--- src/rtl/spi_responder.sv ---
// SPI target (CPHA=0) for the board's bit-banged initiator: oversampled SCK/MOSI/nSS,
// MOSI bytes out through a valid/ack handshake, MISO bytes taken from a small TX FIFO.
module spi_responder #(
    parameter bit              CPOL   = 1'b0,
    parameter int unsigned     TXLOG2 = 2,
    parameter logic [7:0]      FILL   = 8'hFF
) (
    input  logic              CLK,
    input  logic              nRESET,
    input  logic              SCK,
    input  logic              MOSI,
    input  logic              nSS,
    output logic              MISO,
    output logic              MISO_OE,
    output logic [7:0]        RXD,
    output logic              RXVALID,
    input  logic              RXACK,
    input  logic [7:0]        TXD,
    input  logic              TXWR,
    output logic              TXFULL,
    output logic [TXLOG2:0]   TXLEVEL,
    output logic              OVR,
    output logic              UDR,
    input  logic              CLRFLAGS,
    output logic              SELECTED,
    output logic              FRAMEEND
);

    localparam int unsigned     DEPTH   = 1 << TXLOG2;
    localparam logic [TXLOG2:0] DEPTH_L = {1'b1, {TXLOG2{1'b0}}};

    typedef enum logic {IDLE, SHIFT} state_t;

    state_t            state;
    logic [2:0]        sck_sy;
    logic [2:0]        mosi_sy;
    logic [2:0]        nss_sy;
    logic [2:0]        bitcnt;
    logic              reload;
    logic [6:0]        rxshift;
    logic [6:0]        txshift;

    logic [7:0]        mem [DEPTH];
    logic [TXLOG2-1:0] wr_ptr;
    logic [TXLOG2-1:0] rd_ptr;
    logic [TXLOG2:0]   level;

    logic              sck_edge;
    logic              lead;
    logic              trail;
    logic              nss_fall;
    logic              nss_rise;
    logic              mosi_bit;
    logic              load_req;
    logic              empty;
    logic              push;
    logic              pop;
    logic [7:0]        load_byte;

    always_comb begin
        sck_edge  = sck_sy[1] ^ sck_sy[2];
        lead      = sck_edge && (sck_sy[1] != CPOL);
        trail     = sck_edge && (sck_sy[1] == CPOL);
        nss_fall  = !nss_sy[1] && nss_sy[2];
        nss_rise  = nss_sy[1] && !nss_sy[2];
        mosi_bit  = mosi_sy[2];
        // A frame start outranks any SCK edge seen in the same cycle.
        load_req  = ((state == IDLE) && nss_fall)
                 || ((state == SHIFT) && !nss_rise && trail && reload);
        empty     = (level == '0);
        push      = TXWR && !TXFULL;
        pop       = load_req && !empty;
        load_byte = empty ? FILL : mem[rd_ptr];
    end

    assign TXLEVEL  = level;
    assign TXFULL   = (level == DEPTH_L);
    assign SELECTED = !nss_sy[2];

    always_ff @(posedge CLK) begin
        if (!nRESET) begin
            sck_sy  <= {3{CPOL}};
            mosi_sy <= '0;
            nss_sy  <= '1;
        end else begin
            sck_sy  <= {sck_sy[1:0], SCK};
            mosi_sy <= {mosi_sy[1:0], MOSI};
            nss_sy  <= {nss_sy[1:0], nSS};
        end
    end

    always_ff @(posedge CLK) begin
        if (push) begin
            mem[wr_ptr] <= TXD;
        end
    end

    always_ff @(posedge CLK) begin
        if (!nRESET) begin
            wr_ptr <= '0;
            rd_ptr <= '0;
            level  <= '0;
        end else begin
            if (push) begin
                wr_ptr <= wr_ptr + 1'b1;
            end
            if (pop) begin
                rd_ptr <= rd_ptr + 1'b1;
            end
            case ({push, pop})
                2'b10:   level <= level + 1'b1;
                2'b01:   level <= level - 1'b1;
                default: level <= level;
            endcase
        end
    end

    always_ff @(posedge CLK) begin
        if (!nRESET) begin
            state    <= IDLE;
            MISO     <= 1'b1;
            MISO_OE  <= 1'b0;
            RXD      <= '0;
            RXVALID  <= 1'b0;
            OVR      <= 1'b0;
            UDR      <= 1'b0;
            FRAMEEND <= 1'b0;
            bitcnt   <= '0;
            reload   <= 1'b0;
            rxshift  <= '0;
            txshift  <= '0;
        end else begin
            FRAMEEND <= 1'b0;
            if (CLRFLAGS) begin
                OVR <= 1'b0;
                UDR <= 1'b0;
            end
            if (RXACK) begin
                RXVALID <= 1'b0;
            end
            if (load_req && empty) begin
                UDR <= 1'b1;
            end
            case (state)
                IDLE: begin
                    if (nss_fall) begin
                        state   <= SHIFT;
                        txshift <= load_byte[6:0];
                        MISO    <= load_byte[7];
                        MISO_OE <= 1'b1;
                        bitcnt  <= '0;
                        reload  <= 1'b0;
                        rxshift <= '0;
                    end
                end
                SHIFT: begin
                    if (nss_rise) begin
                        state    <= IDLE;
                        MISO_OE  <= 1'b0;
                        FRAMEEND <= 1'b1;
                        bitcnt   <= '0;
                        reload   <= 1'b0;
                    end else if (lead) begin
                        rxshift <= {rxshift[5:0], mosi_bit};
                        bitcnt  <= bitcnt + 3'd1;
                        if (bitcnt == 3'd7) begin
                            reload <= 1'b1;
                            // An ack in the completing cycle frees RXD for the new byte.
                            if (!RXVALID || RXACK) begin
                                RXD     <= {rxshift, mosi_bit};
                                RXVALID <= 1'b1;
                            end else begin
                                OVR <= 1'b1;
                            end
                        end
                    end else if (trail) begin
                        if (reload) begin
                            txshift <= load_byte[6:0];
                            MISO    <= load_byte[7];
                            reload  <= 1'b0;
                        end else begin
                            txshift <= {txshift[5:0], 1'b0};
                            MISO    <= txshift[6];
                        end
                    end
                end
                default: state <= IDLE;
            endcase
        end
    end

endmodule

--- config.mk ---
export PLATFORM = sky130hd
export DESIGN_NAME = spi_responder
export DESIGN_NICKNAME = d
export VERILOG_FILES = /design/src/rtl/spi_responder.sv
export SDC_FILE = /design/constraint.sdc
export NUM_CORES = 1
export LEC_CHECK = 0
export BUFFER_PORTS_ARGS = -buffer_cell sky130_fd_sc_hd__buf_2
export CAP_MARGIN = 20
export CORE_ASPECT_RATIO = 0.7
export CORE_MARGIN = 8
export CORE_UTILIZATION = 55
export CTS_CLUSTER_SIZE = 25
export DETAILED_ROUTE_END_ITERATION = 12
export PLACE_DENSITY_LB_ADDON = 0.1
export SYNTH_ARGS = -nofsm -noshare
export SYNTH_HDL_FRONTEND = slang
export SYNTH_SLANG_ARGS = --single-unit
--- constraint.sdc ---
create_clock -name CLK -period 2.55 [get_ports CLK]
set_input_delay 0.1275 -clock CLK [delete_from_list [all_inputs] [get_ports CLK]]
set_output_delay 0.1275 -clock CLK [all_outputs]
set_load 0.01 [all_outputs]
==> flow_metrics.tcl <==
set metrics [dict create \
    run_status "complete, no violations" \
    wire_per_inst_um 14.5 \
    cts_tree "yes" \
    detailedPlace.worstSlack_ns 0.285 \
    ys_seq_area_frac 0.609 \
    timing.final.hold_violations 0 \
    finalSetupViolations 0 \
    initial_antenna_violation_count 0 \
    clk_latency_ns 0.35 \
    grt_pass1_vias 2092 \
    fillCellCount 469 \
    place.port_buffers 34 \
    seqCellArea_um2 1980 \
    worst_hold_path_type "input pin to flip-flop" \
    buffering_stage_count_on_the_worst_path_with_inverters_included 1 \
    multi_input_comb_area_um2 1160 \
    pwr-share-clk 0.342 \
    ant_nets 0 \
    fin_setup_tns_ns 0 \
    net_sw_frac 0.230 \
    critical_path.max_fanout 6 \
    rows 23 \
    design.core.area_um2 5730 \
    routed_wirelength_um 5830 \
    ys.warnings.count 0 \
    fin_worst_skew_ns 0.0122 \
    synth_cell_type_count 37 \
    die_h_um 80.4 \
    switching_power_w 0.000586 \
    antennaDiodeCount 0 \
    place_congestion 0.785 \
    cts_resized 0 \
    ys_top_cells_by_area "sky130_fd_sc_hd__dfxtp_1 (31%), sky130_fd_sc_hd__edfxtp_1 (30%), sky130_fd_sc_hd__mux4_2 (5.5%)" \
    fin_crit_sh 0.900 \
    hpwl_um 4120 \
    fin_hold_ws_ns 0.117 \
    floorplan.die_area_um2 8670 \
    number_of_buffers_on_the_longest_clock_path 2 \
    drive_gt1_frac 0.202 \
    initial_core_util 0.568 \
    worstPathCellList "nor2b_1, a41oi_2, nor2_1, ha_1, inv_1, fa_1, xor2_1, or3_1, a21oi_1" \
    via_count 2133 \
    gr-usage-all-layers 0.150 \
    netlist_area_um2 3250 \
    drtPass1Iterations 4 \
    worstPathArrival_ns 2.56 \
    leakage_power_total_nw 1.41 \
    post_synth_net_total 301 \
    clock_tree_sinks 83 \
    setup.worst_path.class "flip-flop to flip-flop" \
    cp_slowest_cell "sky130_fd_sc_hd__fa_1" \
    worst_slew_margin 0.498 \
    finalMaxSlewViolations 0 \
    cts-buffers-inserted 9 \
    required_ns 2.82 \
    global_route.overflow_total 0 \
    clock_transition_at_the_registers_of_the_reported_paths_ns 0.08 \
    cap_violations 0 \
    synth_cells 277 \
    grt_max_degree 37 \
    die_width_um 108 \
    post-route-worst-setup-slack_ns 0.254 \
    clk_root_buffer_cell "sky130_fd_sc_hd__clkbuf_8" \
    avgViaCountPerCell 5.31 \
    yosys.area.top_type_share 0.314 \
    min_period_ns 2.30 \
    synth.avg_cell_area_um2 11.7 \
    io_pins 35 \
    sequentialPowerShare 0.574 \
    post-route-drc-count 0 \
    comb_power_share 0.084 \
    critical_path_startpoint_category "flip-flop" \
    p_per_area_nw_per_um2 674 \
    global_route_wire_length_before_repair_um 10200 \
    finalNetCount 346 \
    timing.critical_path.slowest_cell_delay_ns 0.37 \
    worst_vdd_drop_v 0.000413 \
    flop_and_latch_count_out_of_synthesis 83 \
    minimum_setup_slack_among_reg_to_reg_paths_ns 0.25 \
    grt_setup_unrepaired "no" \
    end_kind "flip-flop" \
    htreeDepth 3 \
    fmax_mhz 436 \
    drt_iter0_markers 131 \
    max_slew.worst_pin.slew_ns 0.752 \
    area.growth.synth_to_final_pct 15.9 \
    synth_largest_area_cell "sky130_fd_sc_hd__dfxtp_1" \
    internal_power_w 0.00196 \
    crit_family "simple AND/OR/NAND/NOR gates" \
]
## power by group through the flow
stage	sequential, W	combinational [W]	clock [W]
2_1_floorplan	0.00149	0.000139	0
3_3_place_gp	0.00149	0.000200	0
3_5_place_dp	0.00149	0.000202	0
4_1_cts	0.00146	0.000215	0.000892
5_1_grt	0.00147	0.000242	0.000945
6_report	0.00146	0.000214	0.000870
## through the flow
stage / cell area, um^2 / std cells / power (W) / utilization
after floorplan: 3250 / 277 / 0.00163 / -
after global placement: 3470 / 375 / 0.00169 / 0.607
after detailed placement: 3470 / 375 / 0.00169 / 0.607
after CTS: 3770 / 402 / 0.00257 / 0.659
after global routing: 3770 / 402 / 0.00266 / 0.659
final: 3770 / 402 / 0.00254 / 0.659
## placed cells by master (no fill, tap or decap), types with 2 or more instances in the layout
cell type / synthesis / final
sky130_fd_sc_hd__o21ai_0: 12 / 12
sky130_fd_sc_hd__nand2_1: 27 / 27
sky130_fd_sc_hd__dlygate4sd3_1: 0 / 11
sky130_fd_sc_hd__clkinv_2: 0 / 2
sky130_fd_sc_hd__a21oi_1: 21 / 21
sky130_fd_sc_hd__nor2b_1: 4 / 4
sky130_fd_sc_hd__xor2_1: 2 / 2
sky130_fd_sc_hd__nor2_1: 10 / 10
sky130_fd_sc_hd__nand3_1: 18 / 18
sky130_fd_sc_hd__or3_1: 4 / 4
sky130_fd_sc_hd__mux4_2: 8 / 8
sky130_fd_sc_hd__buf_2: 5 / 34
sky130_fd_sc_hd__inv_1: 11 / 11
sky130_fd_sc_hd__edfxtp_1: 32 / 32
sky130_fd_sc_hd__dfxtp_1: 51 / 51
sky130_fd_sc_hd__nand4_1: 3 / 3
sky130_fd_sc_hd__and2_1: 11 / 11
sky130_fd_sc_hd__o22ai_1: 8 / 8
sky130_fd_sc_hd__clkbuf_8: 0 / 12
sky130_fd_sc_hd__nand2b_1: 7 / 7
sky130_fd_sc_hd__nor3b_1: 2 / 2
sky130_fd_sc_hd__ha_1: 7 / 7
sky130_fd_sc_hd__buf_4: 1 / 4
sky130_fd_sc_hd__mux2i_1: 9 / 9
sky130_fd_sc_hd__and3_1: 2 / 2
## sequential cells by signal, indices dropped and copies added, names as in the netlist, named ones only
register,flops
TXLEVEL,3
wr_ptr,2
state,1
txshift,7
reload,1
rd_ptr,2
UDR,1
bitcnt,3
sck_sy,3
mem,32
FRAMEEND,1
mosi_sy,3
RXVALID,1
MISO,1
RXD,8
MISO_OE,1
rxshift,7
nss_sy,3
OVR,1
## layout make-up
cell class	count	share of cell area
sequential	83	0.525
multi-input combinational	168	0.307
inverter	11	0.0109
timing repair buffer	49	0.0823
tap	75	0.0249
clock inverter	3	0.00498
clock buffer	13	0.0448
## layer usage
layer / part of all wire / track usage / wire (um) / up-vias
li1: - / - / - / 1068
met1: 0.52 / 0.211 / 3050 / 1011
met2: 0.40 / 0.208 / 2350 / 48
met3: 0.063 / 0.0592 / 367 / 6
met4: 0.0098 / 0.0372 / 57 / 0
met5: 0 / 0 / 0 / -
## worst register-to-register path, cell delays in order (launching register included)
cell and delay (ns):
sky130_fd_sc_hd__dfxtp_1 0.34, sky130_fd_sc_hd__nor2b_1 0.30, sky130_fd_sc_hd__a41oi_2 0.23, sky130_fd_sc_hd__nor2_1 0.15, sky130_fd_sc_hd__ha_1 0.19, sky130_fd_sc_hd__inv_1 0.06
sky130_fd_sc_hd__fa_1 0.37, sky130_fd_sc_hd__xor2_1 0.16, sky130_fd_sc_hd__or3_1 0.30, sky130_fd_sc_hd__a21oi_1 0.14
## what timing repair did
action | CTS | global route
setup buffers | 0 | 0
endpoints found under the hold margin | 35 | 0
hold buffers | 11 | 0
## cell families after synthesis
family                   share of synthesized area
AO/OA/AOI/OAI                               0.0823
XOR/XNOR                                   0.00808
adder cells (fa/ha/maj)                     0.0331
buffers and inverters                       0.0354
flip-flops                                   0.609
multiplexers                                0.0830
AND/OR/NAND/NOR                              0.149
## synthesized netlist by cell type (all sizes together)
master,n
inv,11
ha,7
nand4,3
and2b,1
a41oi,1
and2,11
nor3,1
nor2,10
mux2i,9
nand2,27
o31ai,1
a2bb2oi,1
nor2b,4
o211ai,1
xnor2,1
mux4,8
edfxtp,32
o22ai,8
and3,2
fa,1
nand3,18
o21ai,12
a21oi,21
a31oi,1
nor3b,3
nand2b,8
or2,1
buf,7
or3,4
dfxtp,51
or2b,1
xor2,2
clkbuf,8
## path summary, 6_finish.rpt
path,to,cells past startpoint,from
worst max-delay path,TXLEVEL[2],9,sck_sy[2]
worst min-delay path,OVR,4,CLRFLAGS
worst max register to register,TXLEVEL[2],9,sck_sy[2]
worst min register to register,nss_sy[1],1,nss_sy[0]
Note: power is estimated with default switching activity, not from simulation.
